$ cat src/rtl/mux_tree_pipe.sv
// Pipelined radix-2**S multiplexer tree with valid/ready flow control.
// Each stage consumes S select bits (LSBs first) and registers data, valid, err and the remaining select bits.
module mux_tree_pipe #(
  parameter int W      = 4,
  parameter int NUM_IN = 128,
  parameter int S      = 2
) (
  input  logic                      clk_i,
  input  logic                      rst_ni,
  input  logic [W-1:0]              data_i [NUM_IN],
  input  logic [$clog2(NUM_IN)-1:0] sel_i,
  input  logic                      valid_i,
  output logic                      ready_o,
  output logic [W-1:0]              data_o,
  output logic                      err_o,
  output logic                      valid_o,
  input  logic                      ready_i
);
  localparam int SEL_W = $clog2(NUM_IN);
  localparam int L     = (SEL_W + S - 1) / S;
  localparam int PS    = L * S;
  localparam int P     = 2 ** PS;
  localparam int R     = 2 ** S;

  logic                en;
  logic [P-1:0][W-1:0] leaf_pad;
  logic [P-1:0][W-1:0] lvl_data  [L+1];
  logic [PS-1:0]       lvl_sel   [L];
  logic                lvl_valid [L+1];
  logic                lvl_err   [L+1];

  // A single enable freezes every stage, bubbles included, when the output is stalled.
  assign en      = !valid_o || ready_i;
  assign ready_o = en;

  always_comb begin
    leaf_pad = '0;
    for (int i = 0; i < NUM_IN; i++) begin
      leaf_pad[i] = data_i[i];
    end
  end

  assign lvl_data[0]  = leaf_pad;
  assign lvl_valid[0] = valid_i;
  assign lvl_err[0]   = valid_i && (32'(sel_i) >= NUM_IN);
  assign lvl_sel[0]   = PS'(sel_i);

  generate
    for (genvar gi = 0; gi < L; gi++) begin : g_stage
      localparam int NOUT = P >> (S * (gi + 1));

      logic [P-1:0][W-1:0] data_d, data_q;
      logic                valid_d, valid_q;
      logic                err_d, err_q;
      logic [R-1:0][W-1:0] grp;
      logic [S-1:0]        chunk;

      assign chunk = lvl_sel[gi][S-1:0];

      always_comb begin
        data_d  = data_q;
        valid_d = valid_q;
        err_d   = err_q;
        grp     = '0;
        if (en) begin
          valid_d = lvl_valid[gi];
          err_d   = lvl_err[gi];
          data_d  = '0;
          for (int j = 0; j < NOUT; j++) begin
            grp       = lvl_data[gi][j*R +: R];
            data_d[j] = grp[chunk];
          end
        end
      end

      always_ff @(posedge clk_i or negedge rst_ni) begin
        if (!rst_ni) begin
          data_q  <= '0;
          valid_q <= 1'b0;
          err_q   <= 1'b0;
        end else begin
          data_q  <= data_d;
          valid_q <= valid_d;
          err_q   <= err_d;
        end
      end

      assign lvl_data[gi+1]  = data_q;
      assign lvl_valid[gi+1] = valid_q;
      assign lvl_err[gi+1]   = err_q;

      // The last stage has no select bits left to carry.
      if (gi < L - 1) begin : g_sel
        logic [PS-1:0] sel_d, sel_q;

        assign sel_d = en ? (lvl_sel[gi] >> S) : sel_q;

        always_ff @(posedge clk_i or negedge rst_ni) begin
          if (!rst_ni) begin
            sel_q <= '0;
          end else begin
            sel_q <= sel_d;
          end
        end

        assign lvl_sel[gi+1] = sel_q;
      end
    end
  endgenerate

  assign data_o  = lvl_data[L][0];
  assign err_o   = lvl_err[L];
  assign valid_o = lvl_valid[L];

endmodule

$ cat config.mk
export PLATFORM = sky130hd
export DESIGN_NAME = mux_tree_pipe
export DESIGN_NICKNAME = d
export VERILOG_FILES = /design/src/rtl/mux_tree_pipe.sv
export SDC_FILE = /design/constraint.sdc
export NUM_CORES = 1
export LEC_CHECK = 0
export BUFFER_PORTS_ARGS = -buffer_cell sky130_fd_sc_hd__buf_2
export CORE_AREA = 3 3 204 206
export CTS_BUF_LIST = sky130_fd_sc_hd__clkbuf_2 sky130_fd_sc_hd__clkbuf_4 sky130_fd_sc_hd__clkbuf_8
export DETAILED_ROUTE_END_ITERATION = 6
export DIE_AREA = 0 0 207 209
export GPL_TIMING_DRIVEN = 0
export HOLD_SLACK_MARGIN = 0.1
export PLACE_DENSITY = 0.63
export SLEW_MARGIN = 15
export SYNTH_ARGS = -nofsm -noshare
export SYNTH_HDL_FRONTEND = slang
export SYNTH_SLANG_ARGS = --single-unit
$ cat constraint.sdc
create_clock -name clk_i -period 1.9 [get_ports clk_i]
set_input_delay 0.19 -clock clk_i [delete_from_list [all_inputs] [get_ports clk_i]]
set_output_delay 0.19 -clock clk_i [all_outputs]
set_load 0.01 [all_outputs]
# Yosys cells after proc, flatten, opt, wreduce, memory -nomap -nowiden
# Index checks and enable logic that the tools add are counted.
# word_totals
ff_bits	185
# op_classes
n_lt_le_gt_ge	4
muxes	86
n_reduce_logical	2
# ops
op	n
binary-select mux 4 bit (select 2 bit)	42
2-to-1 mux 4 bit	44
less-than comparator 2 x 3 -> 1 bit (second input constant)	3
less-than comparator 1 x 3 -> 1 bit (second input constant)	1
logical NOT 1 bit	1
logical OR 1 bit	1

# Longest topological paths before layout
# depth
depth_word	2
mapped_depth	5
ltp_nobuf	2

# Least setup slack after synthesis
# No wires, ideal clock.
# synth_timing
path_type	register to register
from	register g_stage[3].valid_q (netlist: valid_o)
to	register g_stage[0].data_q[85] in the netlist's numbering
setup_ps	125
arrival_time_ps	1456
required_ps	1775
setup_slack_ps	319
path_stages_with_launch	6
path_buffers	3
period_less_slack_ps	1581
cell_sequence	dfrtp_1 nand2b_1 clkbuf_1 buf_2 buf_2 mux2_2
# synth_via
elab_chain_len	2
# synth_rtl
element	line	text
start, declared	53	logic valid_d, valid_q;
start signal, assigned	83	valid_q <= valid_d;
logical NOT 1 bit	33	assign en = !valid_o || ready_i;
logical OR 1 bit	33	
end signal, assigned	82	data_q <= data_d;
end, declared	52	logic [P-1:0][W-1:0] data_d, data_q;
# No other way between the ends.
# A chain may end at the register's enable or synchronous reset.

# Worst setup path after layout
# layout_timing
from	register g_stage[3].valid_q (netlist: valid_o)
to	output port ready_o
# layout_via
elab_chain_len	2
# layout_rtl
element	line	text
logical NOT 1 bit	33	
logical OR 1 bit	33	
end, declared	13	output logic ready_o,
# No other way between the ends.

==> results.toml <==
[grt]
grt_max_degree = 102
antenna_found_initial = 5
grt_usage_pct = 17.0
grt_pass1_wl_mm = 55.4
overflow = 0
grt_pass1_vias = 9229

[sta]
max_freq_mhz = 562
finalHoldViolCount = 0
setup_ws_ns = 0.119
setup_viol = 0
finClkSkew_ns = 0.0258
drv_slew = 0
slew_headroom_pct = 46.3
fin_crit_sh_pct = 93.7
hold_slack_ns = 0.155
rsz0062_at_grt = "no"
worstMarginPinSlew_ns = 0.806
period_needed_ns = 1.78

[placement]
hpwl_mm = 30.4
postPlaceCellArea_sq_um = 14800
port_buffers = 526
dp_slack_ns = -0.425
place_congestion = 0.942

[die]
dieArea_sq_um = 43300
die_w_microns = 207
die_h_microns = 209
fp.coreArea_sq_um = 39800
std_cell_rows = 73
start_util_pct = 28.6
io_pins = 530

[worst_setup_path]
end_kind = "output pin"
cp_max_fo = 10
critical_path_required_ns = 1.71
crit_path_start = "valid_o"
cp-start-kind = "register"
arrival_ns = 1.59
criticalPathCategory = "reg -> out"
rr_worst_depth = 4
r2r-start = "g_stage[0].g_sel.sel_q[0]"

[route]
vias = 8131
dr.pass1.iters = 6
drc = 0
wl_mm = 37.0
drtIter0Drc = 404
post_drt_wl_per_cell_microns = 21.8
final_antenna_net_count = 0
via_per_inst = 4.79

[final_layout]
drive_above_1_share_pct = 82.5
finalInstanceArea_sq_um = 15300
final_nets = 1679
syn2layout_area_growth_pct = 33.9

[synthesis]
synth_area_leader_cell = "dfrtp_1"
ys_ff_latch = 185
synth_edf_count = 0
syn_inst = 604
yosysMostFrequentCell = "dfrtp_1"
synth_warnings = 0
synth_top_area_share_pct = 40.6
ys_types = 12
syn_nets = 1127
synth.area.top_cells = "dfrtp_1, mux4_2, mux2_4"
yosysSeqAreaShare_pct = 40.6
ys_async_sr_fraction_pct = 100
synthFlopType = "dfrtp_1"
syn_avg_cell_area_sq_um = 18.9
synth_area_sq_um = 11400
synth_commonest_cells = "dfrtp_1, mux4_2, mux2_4"

[clock_network]
cts_tree = "done"
post_cts_buffers = 0
cts.sinks = 185
cts_buffer_depth = 2
clockRootBuffer = "clkbuf_8"
h-tree-depth = 4
clk_latency_ns = 0.47
numCtsBuffers = 17
path_clk_slew_ns = 0.12

[worst_hold_path]
hold_path_depth = 3
hp-start = "data_i[83]"
hp-class = "in -> reg"

[run_status]
status = "finished, final reports clean"

[pwr]
leakagePower_nw = 7.06
power_density_nw_per_um2 = 981
power_mw = 15.0
peakVddDrop_v = 0.000470

[job]
cap_violations = 0
flip-flops by register name (all words and copies together), names as in the netlist:
| name | flops |
|---|---|
| data_o | 4 |
| g_stage.data_q | 168 |
| g_stage.g_sel.sel_q | 9 |
| g_stage.valid_q | 3 |
| valid_o | 1 |
worst paths after layout:
path | to | slack, ns
max | ready_o | 0.12
min | g_stage[0].data_q[107] | 0.16
max reg2reg | g_stage[1].data_q[3] | 0.12
min reg2reg | valid_o | 0.45
max in group asynchronous | g_stage[2].data_q[3] | 0.77
min in group asynchronous | g_stage[0].data_q[74] | 0.31
layout by cell type, fill, tap and decap left out, types with 7 or more instances in the layout:
cell	instances
buf_12	10
mux2_2	88
mux2_4	100
buf_1	9
buf_6	9
dlygate4sd3_1	7
mux4_2	168
clkbuf_8	18
buf_2	546
dfrtp_1	183
cell families after synthesis:
| logic type | after synthesis | share of synthesized area (%) |
|---|---|---|
| simple gates | 2 | 0.110 |
| other cells | 1 | 0.0329 |
| buf+inv | 60 | 4.19 |
| flops | 185 | 40.6 |
| mux | 356 | 55.1 |
worst max-delay path, stage by stage, from the launching register on:
cell      delay (ns)
dfrtp_2         0.47
nand2b_4        0.13
buf_6           0.17
buf_6           0.18
buf_2           0.17
timing repair:
item                                    CTS  global route
endpoints found under the hold margin   106             0
endpoints found under the setup margin  144            23
hold buffers                              7             0
gates resized for setup                  11             2
power breakdown:
| group | internal (mW) | leakage, nW | total [mW] | switching [mW] |
|---|---|---|---|---|
| Clock | 1.13 | 0.207 | 2.74 | 1.61 |
| Sequential | 5.36 | 2.15 | 6.19 | 0.834 |
| Combinational | 3.82 | 4.70 | 6.03 | 2.21 |
| Total | 10.3 | 7.06 | 15.0 | 4.65 |
per-stage QoR:
step,setup TNS (ns),utilization (%),instances
finish,0,38.3,1697
CTS,0,38.3,1694
floorplan,0,-,604
global placement,-470.63,36.9,1655
detailed placement,-23.77,37.0,1657
global route,0,38.3,1697
routing by layer:
metal | track usage [%] | part of all wire, % | routed length [microns]
met1 | 21.3 | 41 | 15100
met2 | 29.9 | 52 | 19200
met3 | 3.59 | 5.6 | 2070
met4 | 4.52 | 1.9 | 685
met5 | 0 | 0.070 | 26
cell type report:
type                       count  area [sq um]
buffer                        58           494
timing repair buffer         535          2770
multi-input combinational    359          6300
sequential                   185          4630
fill                        3844         24600
clock inverter                14           155
clock buffer                  18           248
tap                          525           657
antenna                        3          7.51
No activity file was read; power rests on OpenSTA's default activity.
